==> config.mk <==
export PLATFORM = sky130hd
export DESIGN_NAME = lookup_scan_table_flat
export DESIGN_NICKNAME = d
export VERILOG_FILES = /design/src/rtl/lookup_scan_table_if.sv /design/src/rtl/lookup_scan_table.sv /design/src/flat_wrapper.sv
export SDC_FILE = /design/constraint.sdc
export NUM_CORES = 1
export LEC_CHECK = 0
export CAP_MARGIN = 5
export CORE_MARGIN = 2
export CORE_UTILIZATION = 53
export CTS_BUF_LIST = sky130_fd_sc_hd__clkbuf_8
export CTS_CLUSTER_SIZE = 8
export DETAILED_ROUTE_END_ITERATION = 6
export PLACE_DENSITY_LB_ADDON = 0.3
export SYNTH_ARGS = -nofsm -noshare
export SYNTH_HDL_FRONTEND = slang
export SYNTH_SLANG_ARGS = --single-unit
export TNS_END_PERCENT = 50
==> constraint.sdc <==
create_clock -name clk -period 6.36 [get_ports clk]
set_input_delay 0.636 -clock clk [delete_from_list [all_inputs] [get_ports clk]]
set_output_delay 0.636 -clock clk [all_outputs]
set_load 0.02 [all_outputs]
==> src/rtl/lookup_scan_table_if.sv <==
// Write/clear/lookup bus of the scan table; the master is the lookup controller.
interface lookup_scan_table_if #(
  parameter int WIDTH = 4,
  parameter int DEPTH = 8
);
  localparam int IDXW = $clog2(DEPTH);
  localparam int CNTW = $clog2(DEPTH + 1);

  logic             wr_en;
  logic [IDXW-1:0]  wr_idx;
  logic [WIDTH-1:0] wr_data;
  logic             clr_en;
  logic [IDXW-1:0]  clr_idx;
  logic             lk_start;
  logic [WIDTH-1:0] lk_key;
  logic             lk_busy;
  logic             lk_done;
  logic             lk_hit;
  logic [IDXW-1:0]  lk_min_idx;
  logic [IDXW-1:0]  lk_max_idx;
  logic [CNTW-1:0]  lk_count;
  logic             any_valid;

  modport master (
    output wr_en, wr_idx, wr_data, clr_en, clr_idx, lk_start, lk_key,
    input  lk_busy, lk_done, lk_hit, lk_min_idx, lk_max_idx, lk_count, any_valid
  );

  modport slave (
    input  wr_en, wr_idx, wr_data, clr_en, clr_idx, lk_start, lk_key,
    output lk_busy, lk_done, lk_hit, lk_min_idx, lk_max_idx, lk_count, any_valid
  );
endinterface

==> src/rtl/lookup_scan_table.sv <==
// DEPTH x WIDTH value table with valid bits; a key lookup scans one entry per cycle.
// Latency: lk_done in the cycle after DEPTH edges past the accepted start; starts during a scan are dropped.
module lookup_scan_table #(
  parameter int WIDTH = 4,
  parameter int DEPTH = 8
) (
  input logic               clk,
  input logic               init,
  lookup_scan_table_if.slave bus
);
  localparam int IDXW = $clog2(DEPTH);
  localparam int CNTW = $clog2(DEPTH + 1);

  typedef enum logic [1:0] {IDLE, SCAN, DONE} state_t;

  state_t           state;
  logic [WIDTH-1:0] data_q [DEPTH];
  logic [DEPTH-1:0] vld_q;
  logic [WIDTH-1:0] key_q;
  logic [IDXW-1:0]  ptr;
  logic             acc_hit;
  logic [IDXW-1:0]  acc_min;
  logic [IDXW-1:0]  acc_max;
  logic [CNTW-1:0]  acc_cnt;

  logic             match;
  logic             hit_n;
  logic [IDXW-1:0]  min_n;
  logic [IDXW-1:0]  max_n;
  logic [CNTW-1:0]  cnt_n;

  // Clear is applied after the write so it wins on a shared index.
  always_ff @(posedge clk or posedge init) begin
    if (init) begin
      vld_q <= '0;
      for (int i = 0; i < DEPTH; i++) data_q[i] <= '0;
    end else begin
      if (bus.wr_en) begin
        data_q[bus.wr_idx] <= bus.wr_data;
        vld_q[bus.wr_idx]  <= 1'b1;
      end
      if (bus.clr_en) vld_q[bus.clr_idx] <= 1'b0;
    end
  end

  assign bus.any_valid = |vld_q;

  // Compares the registered entry, so a same-cycle write to ptr is not seen.
  assign match = vld_q[ptr] && (data_q[ptr] == key_q);
  assign hit_n = acc_hit | match;
  assign min_n = (match && !acc_hit) ? ptr : acc_min;
  assign max_n = match ? ptr : acc_max;
  assign cnt_n = acc_cnt + CNTW'(match);

  always_ff @(posedge clk or posedge init) begin
    if (init) begin
      state          <= IDLE;
      key_q          <= '0;
      ptr            <= '0;
      acc_hit        <= 1'b0;
      acc_min        <= '0;
      acc_max        <= '0;
      acc_cnt        <= '0;
      bus.lk_busy    <= 1'b0;
      bus.lk_done    <= 1'b0;
      bus.lk_hit     <= 1'b0;
      bus.lk_min_idx <= '0;
      bus.lk_max_idx <= '0;
      bus.lk_count   <= '0;
    end else begin
      bus.lk_done <= 1'b0;
      case (state)
        SCAN: begin
          acc_hit <= hit_n;
          acc_min <= min_n;
          acc_max <= max_n;
          acc_cnt <= cnt_n;
          ptr     <= ptr + 1'b1;
          if (ptr == IDXW'(DEPTH - 1)) begin
            ptr            <= '0;
            state          <= DONE;
            bus.lk_busy    <= 1'b0;
            bus.lk_done    <= 1'b1;
            bus.lk_hit     <= hit_n;
            bus.lk_min_idx <= min_n;
            bus.lk_max_idx <= max_n;
            bus.lk_count   <= cnt_n;
          end
        end
        default: begin
          if (bus.lk_start) begin
            state       <= SCAN;
            key_q       <= bus.lk_key;
            ptr         <= '0;
            acc_hit     <= 1'b0;
            acc_min     <= '0;
            acc_max     <= '0;
            acc_cnt     <= '0;
            bus.lk_busy <= 1'b1;
          end else begin
            state <= IDLE;
          end
        end
      endcase
    end
  end
endmodule

==> src/flat_wrapper.sv <==
// flat-port wrapper written by rule: the top's interface ports become plain ports
module lookup_scan_table_flat 
#(
  parameter int WIDTH = 4,
  parameter int DEPTH = 8
)
  (clk, init, bus_wr_en, bus_wr_idx, bus_wr_data, bus_clr_en, bus_clr_idx, bus_lk_start, bus_lk_key, bus_lk_busy, bus_lk_done, bus_lk_hit, bus_lk_min_idx, bus_lk_max_idx, bus_lk_count, bus_any_valid);
  lookup_scan_table_if #(.WIDTH(WIDTH), .DEPTH(DEPTH)) bus_i ();
  input logic clk;
  input logic init;
  input wire logic [$bits(bus_i.wr_en)-1:0] bus_wr_en;
  input wire logic [$bits(bus_i.wr_idx)-1:0] bus_wr_idx;
  input wire logic [$bits(bus_i.wr_data)-1:0] bus_wr_data;
  input wire logic [$bits(bus_i.clr_en)-1:0] bus_clr_en;
  input wire logic [$bits(bus_i.clr_idx)-1:0] bus_clr_idx;
  input wire logic [$bits(bus_i.lk_start)-1:0] bus_lk_start;
  input wire logic [$bits(bus_i.lk_key)-1:0] bus_lk_key;
  output wire logic [$bits(bus_i.lk_busy)-1:0] bus_lk_busy;
  output wire logic [$bits(bus_i.lk_done)-1:0] bus_lk_done;
  output wire logic [$bits(bus_i.lk_hit)-1:0] bus_lk_hit;
  output wire logic [$bits(bus_i.lk_min_idx)-1:0] bus_lk_min_idx;
  output wire logic [$bits(bus_i.lk_max_idx)-1:0] bus_lk_max_idx;
  output wire logic [$bits(bus_i.lk_count)-1:0] bus_lk_count;
  output wire logic [$bits(bus_i.any_valid)-1:0] bus_any_valid;
  assign bus_i.wr_en = bus_wr_en;
  assign bus_i.wr_idx = bus_wr_idx;
  assign bus_i.wr_data = bus_wr_data;
  assign bus_i.clr_en = bus_clr_en;
  assign bus_i.clr_idx = bus_clr_idx;
  assign bus_i.lk_start = bus_lk_start;
  assign bus_i.lk_key = bus_lk_key;
  assign bus_lk_busy = bus_i.lk_busy;
  assign bus_lk_done = bus_i.lk_done;
  assign bus_lk_hit = bus_i.lk_hit;
  assign bus_lk_min_idx = bus_i.lk_min_idx;
  assign bus_lk_max_idx = bus_i.lk_max_idx;
  assign bus_lk_count = bus_i.lk_count;
  assign bus_any_valid = bus_i.any_valid;
  lookup_scan_table #(.WIDTH(WIDTH), .DEPTH(DEPTH)) u_core (.clk(clk), .init(init), .bus(bus_i));
endmodule
==> results of run 1 <==
-- critical path, cell delays in order (launching register included) --
cell	delay, ns
dfrtp_1	0.92
mux2i_1	0.16
mux4_2	0.50
xor2_1	0.28
nand4_4	0.23
nor2_4	0.22
ha_1	0.20
ha_1	0.21
nor2_1	0.06
o21ai_0	0.16
o21ai_0	0.10
-- synth_stat cells, types with 5 or more instances --
master	instances
a21oi_1	5
a31oi_1	9
dfrtp_1	73
inv_1	8
mux2_2	35
mux2i_1	12
mux4_2	5
nand2_1	26
nand3_1	13
nand3b_1	5
nor2_1	12
o211ai_1	5
o21ai_0	9
-- logic make-up after synthesis --
family,count (synthesis)
buffers and inverters,19
and+or+nand+nor,82
adders and majority gates,4
xor gates and xnor gates,6
DFF,73
muxes,59
AOI/OAI and AO/OA,38
-- registers in the layout (all words and copies together), names as in the netlist --
signal / count
u_core.data_q: 32
u_core.key_q: 4
u_core.vld_q: 8
u_core.acc_max: 3
u_core.acc_cnt: 4
u_core.bus.lk_busy: 1
u_core.bus.lk_done: 1
u_core.acc_min: 3
u_core.bus.lk_hit: 1
u_core.bus.lk_count: 4
u_core.acc_hit: 1
u_core.bus.lk_min_idx: 3
u_core.bus.lk_max_idx: 3
u_core.state: 2
u_core.ptr: 3
-- where the power goes --
group	internal [mW]	leakage (nW)	switching, mW
combinational	0.331	0.728	0.344
sequential	0.594	0.894	0.129
clock	0.213	0.105	0.169
-- layout make-up --
type,count,area [um^2],area share
Timing Repair Buffer,34,335,0.0828
Clock inverter,4,50.0,0.0124
Multi-Input combinational cell,189,1540,0.381
Sequential cell,73,1830,0.451
Inverter,9,33.8,0.00834
Tap cell,77,96.3,0.0238
Clock buffer,12,165,0.0408
-- per-layer routing --
metal  track usage  share of wire  wire, um  vias up
li1              -              -         -     1099
met1         0.271           0.48      3130     1135
met3        0.0564          0.048       316        9
met4        0.0779          0.014        92        0
met2         0.309           0.46      3040       64
met5             0              0         0        -
-- final timing paths --
path	from	end	slack, ns	cells after the start
setup / recovery	u_core.ptr[0]	u_core.acc_cnt[2]	3.19	10
hold / removal	u_core.bus.lk_count[3]	u_core.bus.lk_count[3]	0.48	2
setup reg to reg	u_core.ptr[0]	u_core.acc_cnt[2]	3.19	10
hold reg to reg	u_core.bus.lk_count[3]	u_core.bus.lk_count[3]	0.48	2
max in group asynchronous	init	u_core.acc_min[0]	4.88	3
min in group asynchronous	init	u_core.ptr[1]	0.85	3
==> results.toml, run 1 <==
[place]
post-place-ws_ns = 3.22
post-place-cells = 382
hpwlAfterDp_um = 4510
portBuffers = 32
gp_congestion = 0.818
place_area_um2 = 3830

[floorplanning]
start_util = 0.548
die-area_um2 = 7220
fp.dieW_um = 85.0
io_pins = 33
core_um2 = 6350
die_h_um = 85.0
num_rows = 29

[worst_setup_path]
critical_path_required_ns = 6.59
critPathKind = "reg2reg"
cp-start-kind = "flip-flop"
crit_fanout = 19
critPathArrivalTime_ns = 3.40
end_kind = "flip-flop"

[timing]
grt_setup_unrepaired = "no"
fin_crit_ns = 3.17
fin_skew_ns = 0.00671
setup_violations = 0
finalCritPeriodShare = 0.498
relSlewSlack = 0.300
hold_violations = 0
tightest_slew_ns = 1.05
setup_slack_ns = 3.19
tns_ns = 0
worst_hold_slack_ns = 0.484
slew_viol_final = 0
fmaxAchievable_ghz = 0.315

[final_layout]
fillers = 502
final_cell_mix = "dfrtp_1, mux2_2, clkdlybuf4s50_1"
fin_cells = 398
final_common_cell = "dfrtp_1"
antennaDiodeCount = 0
final_util = 0.638
drive_gt1_frac = 0.209
design_area_um2 = 4050
area_delta_synth_final_pct = 16.5
final_nets = 339

[logic_synthesis]
synthesis.nets = 304
synth-compound-area-share = 0.0684
syn_avg_cell_area_um2 = 12.4
ys_seq_area_frac = 0.525
yosysTopAreaCellShare = 0.525
synth_top_cell_by_area = "dfrtp_1"
synthAdderAreaFrac = 0.0144
synthArstFlopShare = 1.00
synth_top_family_by_area = "multiplexers"
synthMuxAreaShare = 0.215
synthSimpleGateAreaFrac = 0.127
synth_area_leaders = "dfrtp_1, mux2_2, mux2i_1, mux4_2, nand2_1"
ys_warn_count = 0
yosys.area_share.xor_xnor = 0.0194
ys.flop_type = "dfrtp_1"
synth_cells = 281
synth_cell_type_count = 47
synth_area_um2 = 3480
synth-seq-cells = 73
synth_edf_count = 0

[clock_tree]
tritoncts = "built"
ctsLongestPathBuffers = 2
postCtsHoldBufs = 0
post-cts-setup-buffers = 0
htreeDepth = 3
cts_resized = 0
path_clk_slew_ns = 0.08
clk_latency_ns = 0.35
cts_sinks = 73
cts_buffers = 9
clockRootBuffer = "clkbuf_8"

[grt]
grt_pass1_vias = 2255
grt_pass1_wl_um = 11200
gr-usage-all-layers = 0.200
antenna_found_initial = 0
grt_overflow = 0
grt_max_degree = 74

[routing]
vias = 2307
via_per_inst = 5.80
wl_um = 6570
ant_nets = 0
dr.pass1.iters = 4
drc = 0
wl_per_cell_um = 16.5
drt_iter0_drc = 169

[pwr]
ir_drop_v = 0.000243
p_per_area_nw_per_um2 = 439
fin_total_pwr_mw = 1.78
leakage_nw = 1.73

[worst_hold_path]
hp-class = "reg2reg"

[job]
maxCapViolCount = 0

[run_status]
status = "complete, no violations"
No activity file was read; power rests on OpenSTA's default activity.
==> run 2: changes to the inputs <==
==> constraint.sdc (replaced) <==
create_clock -name clk -period 3.1 [get_ports clk]
set_input_delay 0.31 -clock clk [delete_from_list [all_inputs] [get_ports clk]]
set_output_delay 0.31 -clock clk [all_outputs]
set_load 0.02 [all_outputs]
==> run 2 against run 1 <==
  * Global-route usage grew 0.21 points
  * Sequential cell count is the same
  * Register-to-register slack lost 2.9 ns
  * Total power grew 98%
  * Die area is the same
  * Via count shrank 0.52%
  * Critical endpoint unchanged
  * Largest power group is now combinational logic
==> results.toml, run 2 (synthesis results as in run 1) <==
[final_layout]
top_register = "u_core.data_q"
final_nets = 347
largest_register_ffs = 32
area_delta_synth_final_pct = 16.3
drive_gt1_frac = 0.215
design_area_um2 = 4050
antennaDiodeCount = 0
final_common_cell = "dfrtp_1"
multi_input_area_um2 = 1540
fillers = 507
top_regs = "u_core.data_q x32, u_core.vld_q x8"
final_cell_mix = "dfrtp_1, mux2_2, clkdlybuf4s50_1"
register_area_um2 = 1830

[grt]
grt_pass1_wl_um = 11300
grt_overflow = 0
grt_pass1_vias = 2311
antenna_found_initial = 0
gr-usage-all-layers = 0.202
grt_max_degree = 74

[place]
hpwlAfterDp_um = 4720
portBuffers = 32
gp_congestion = 0.822
place_area_um2 = 3890

[run_status]
status = "complete, no violations"

[clock_tree]
tritoncts = "built"
clk_latency_ns = 0.35
cts_sinks = 73
cts_buffers = 9
postCtsHoldBufs = 0
clockRootBuffer = "clkbuf_8"
ctsLongestPathBuffers = 2
post-cts-setup-buffers = 0
htreeDepth = 3
path_clk_slew_ns = 0.07
cts_resized = 0

[routing]
wl_per_cell_um = 16.3
drc = 0
vias = 2295
drt_iter0_drc = 81
via_per_inst = 5.69
ant_nets = 0
dr.pass1.iters = 4
wl_um = 6560

[worst_hold_path]
hold_start = "u_core.bus.lk_count[2]"
hp-class = "reg2reg"

[worst_setup_path]
rr_startpoint = "u_core.ptr[0]"
startpoint = "u_core.ptr[0]"
crit_fanout = 15
end_kind = "flip-flop"
critPathArrivalTime_ns = 3.04
critical_path_required_ns = 3.33
cp-start-kind = "flip-flop"
critPathKind = "reg2reg"

[timing]
fin_skew_ns = 0.00558
finalCritPeriodShare = 0.907
tns_ns = 0
relSlewSlack = 0.406
grt_setup_unrepaired = "no"
slew_viol_final = 0
fin_crit_ns = 2.81
tightest_slew_ns = 0.891
hold_violations = 0
fmaxAchievable_ghz = 0.355
setup_violations = 0

[floorplanning]
start_util = 0.548
num_rows = 29
die_h_um = 85.0
fp.dieW_um = 85.0
die-area_um2 = 7220
core_um2 = 6350
io_pins = 33

[job]
maxCapViolCount = 0

[pwr]
p_per_area_nw_per_um2 = 870
fin_total_pwr_mw = 3.52
ir_drop_v = 0.000482
leakage_nw = 1.75
run 2: changes by cell type in the layout (fill, tap and decap cells not counted):
cell	change
buf_4	+8
clkbuf_8	-2
clkinvlp_4	-2
inv_1	+2
bufinv_16	-1
run 2: final cells by class:
type	count	area share
tap	77	0.0238
inverter	9	0.00835
sequential	73	0.452
clock inverter	3	0.00309
multi-input combinational	189	0.381
timing repair buffer	42	0.0977
clock buffer	10	0.0340
run 2: where the power goes:
group          internal (mW)  switching [mW]  leakage, nW  total [mW]
Sequential              1.22           0.191        0.894        1.41
Combinational          0.707           0.789        0.770        1.50
Clock                  0.292           0.319       0.0865       0.611
Total                   2.22            1.30         1.75        3.52
run 2: final timing paths:
path,to,slack [ns],depth (start not counted)
worst max-delay path,u_core.acc_cnt[2],0.29,11
worst min-delay path,u_core.bus.lk_count[2],0.48,2
worst max register to register,u_core.acc_cnt[2],0.29,11
worst min register to register,u_core.bus.lk_count[2],0.48,2
max in group asynchronous,u_core.data_q[11],1.97,3
min in group asynchronous,u_core.data_q[14],0.55,3
run 2: critical path, cell delays in order (launching register included):
cell	delay (ns)
dfrtp_1	0.46
buf_4	0.30
mux2i_1	0.12
mux4_2	0.49
xor2_2	0.21
nand4_4	0.20
nor2_4	0.21
ha_1	0.19
ha_1	0.22
nor2_1	0.06
o21ai_0	0.13
o21ai_0	0.10
run 2: routing by layer:
metal | global-route usage | wire, um
met1 | 0.274 | 3020
met5 | 0 | 0
met4 | 0.0736 | 104
met2 | 0.323 | 3150
met3 | 0.0457 | 285
run 2: metrics by stage:
step | worst slack (ns) | hold WS, ns | std cells | utilization
after floorplan | 0.526 | 0.406 | 281 | -
after global placement | 0.364 | 0.464 | 390 | 0.613
after detailed placement | 0.280 | 0.472 | 390 | 0.613
after CTS | 0.278 | 0.489 | 403 | 0.637
after global routing | 0.0374 | 0.516 | 403 | 0.637
final | 0.287 | 0.480 | 403 | 0.637
==> run 3: changes to the inputs <==
--- a/config.mk
+++ b/config.mk
@@ -12,6 +12,7 @@
 export CTS_CLUSTER_SIZE = 8
 export DETAILED_ROUTE_END_ITERATION = 6
 export PLACE_DENSITY_LB_ADDON = 0.3
+export SLEW_MARGIN = 20
 export SYNTH_ARGS = -nofsm -noshare
 export SYNTH_HDL_FRONTEND = slang
 export SYNTH_SLANG_ARGS = --single-unit
==> results of run 3 <==
No change in the layout: final DEF, timing and power equal those of run 2.
==> RTL edit (config.mk and constraints of run 3) <==
`WIDTH` is set to 4 in 3 places; all go to 6.
--- a/src/rtl/lookup_scan_table_if.sv
+++ b/src/rtl/lookup_scan_table_if.sv
@@ -1,6 +1,6 @@
 // Write/clear/lookup bus of the scan table; the master is the lookup controller.
 interface lookup_scan_table_if #(
-  parameter int WIDTH = 4,
+  parameter int WIDTH = 6,
   parameter int DEPTH = 8
 );
   localparam int IDXW = $clog2(DEPTH);
--- a/src/rtl/lookup_scan_table.sv
+++ b/src/rtl/lookup_scan_table.sv
@@ -1,7 +1,7 @@
 // DEPTH x WIDTH value table with valid bits; a key lookup scans one entry per cycle.
 // Latency: lk_done in the cycle after DEPTH edges past the accepted start; starts during a scan are dropped.
 module lookup_scan_table #(
-  parameter int WIDTH = 4,
+  parameter int WIDTH = 6,
   parameter int DEPTH = 8
 ) (
   input logic               clk,
--- a/src/flat_wrapper.sv
+++ b/src/flat_wrapper.sv
@@ -1,7 +1,7 @@
 // flat-port wrapper written by rule: the top's interface ports become plain ports
 module lookup_scan_table_flat 
 #(
-  parameter int WIDTH = 4,
+  parameter int WIDTH = 6,
   parameter int DEPTH = 8
 )
   (clk, init, bus_wr_en, bus_wr_idx, bus_wr_data, bus_clr_en, bus_clr_idx, bus_lk_start, bus_lk_key, bus_lk_busy, bus_lk_done, bus_lk_hit, bus_lk_min_idx, bus_lk_max_idx, bus_lk_count, bus_any_valid);
Interface: changed (resized bus_lk_key and bus_wr_data); port bits go from 33 to 37. The function was not compared with the original's and may differ.
==> RTL edit against run 3 <==
- total power increased by 26%
- worst hold slack got worse by 0.075 ns
- non-clock buffer count increased by 12
- final cell count is 23% higher
- sequential cell count rose by 18
- wire length increased by 34%
- cell area increased by 26%
- area after synthesis increased by 24%
- global-route usage up 1.7 points
- largest cell class unchanged
- critical path depth unchanged
- setup slack improved by 0.012 ns
==> RTL edit: results <==
[global_route]
grt_util_all_layers_pct = 21.9
grt_pass1_wl_um = 14700
grt_pass1_vias = 2884
grt_max_degree = 49

[place]
dpl.cell_count = 480
io_buffers = 36
dp_hpwl_um = 6150
gp_congestion = 0.850
place_ws_ns = 0.192
placed_area_mm2 = 0.00485

[clocking]
numCtsBuffers = 9
cts_setup_buffers = 0
cts.reportedPaths.clkPinSlew_ns = 0.09
worstSkewPairLatency_ns = 0.36

[drt]
drt_iter0_markers = 116
totalWireLength_um = 8780
wl_per_cell_um = 17.7
vias = 2898

[hold_path]
hold_class = in2async

[synthesis]
seq_area_frac_synth_pct = 52.8
synth_common_cells = dfrtp_1, mux2_2, nand2_1
synth_cell_types = 44
synth_area_leaders = dfrtp_1, mux2_2, mux4_2, mux2i_1, nand2_1
synthCells = 342
syn_nets = 369

[cells_and_area]
top_regs = u_core.data_q x48, u_core.vld_q x8, u_core.key_q x6
diodes = 0
layout-drive-gt1-share_pct = 26.6
fin_nets = 416

[status]
status = completed

[flow_run]
cap_violations = 0

[worst_setup_path]
cp_max_fo = 7
cp.arrival_ns = 3.05

[timing]
fin_skew_ns = 0.00963
tightest_slew_ns = 0.834

[power_and_ir_drop]
p_leak_uw = 0.00217
vdd_drop_max_mv = 0.332
-- RTL edit: cell count changes after synthesis, sizes merged, moves of 7 or more --
cell	change
dfrtp	+18
clkbuf	+7
nand3	-12
mux2	+15
nand2	+13
a21oi	+7
-- RTL edit: final cells by class --
| cell class | count | area [um^2] |
|---|---|---|
| Fill cell | 590 | 2720 |
| Sequential cell | 91 | 2280 |
| Multi-Input combinational cell | 221 | 1890 |
| Timing Repair Buffer | 54 | 508 |
| Clock buffer | 10 | 138 |
| Tap cell | 102 | 128 |
| Clock inverter | 6 | 104 |
| Inverter | 12 | 46.3 |
-- RTL edit: critical path, stage by stage (launching register included) --
cell and delay (ns):
dfrtp_1 0.54, mux4_2 0.55, mux2i_1 0.18, xor2_1 0.19, o2111ai_2 0.14, or3_1 0.36
inv_2 0.06, ha_1 0.16, ha_1 0.21, nor2_1 0.06, o21ai_0 0.14, o21ai_0 0.10
-- RTL edit: worst paths after layout --
kind	slack [ns]	startpoint	endpoint	cells after the start
setup / recovery	0.30	u_core.ptr[2]$_DFFE_PP0P_	u_core.acc_cnt[2]$_DFFE_PP0P_	11
hold / removal	0.40	init	u_core.key_q[0]$_DFFE_PP0P_	2
setup reg to reg	0.30	u_core.ptr[2]$_DFFE_PP0P_	u_core.acc_cnt[2]$_DFFE_PP0P_	11
hold reg to reg	0.48	u_core.bus.lk_count[1]$_DFFE_PP0P_	u_core.bus.lk_count[1]$_DFFE_PP0P_	2
max in group asynchronous	1.98	init	u_core.data_q[23]$_DFFE_PP0P_	3
min in group clk	0.48	u_core.bus.lk_count[1]$_DFFE_PP0P_	u_core.bus.lk_count[1]$_DFFE_PP0P_	2
-- RTL edit: cell families after synthesis --
family          synth area share (%)
flops                           52.8
mux                             23.8
simple gates                    9.69
compound gates                  7.72
buf+inv                         3.45
xor+xnor                        1.39
fa+ha+maj                       1.16
-- RTL edit: what timing repair did --
item | CTS | global route
endpoints found under the hold margin | 0 | 0
setup endpoints to repair | 0 | 1
hold buffers | 0 | 0
gates resized for setup | 0 | 1
-- RTL edit: metal layers --
metal	global-route usage, %	share of wire (%)	wire length, um	vias up
li1	-	-	-	1339
met1	30.0	45	3950	1472
met2	34.9	49	4300	71
met3	4.65	4.2	369	16
met4	7.37	1.9	167	0
met5	0	0	0	-
-- RTL edit: power by group --
| group | total, uW | switching [uW] | internal, uW |
|---|---|---|---|
| Clock | 958 | 406 | 552 |
| Combinational | 1680 | 807 | 869 |
| Sequential | 1790 | 259 | 1530 |
| Total | 4420 | 1470 | 2950 |
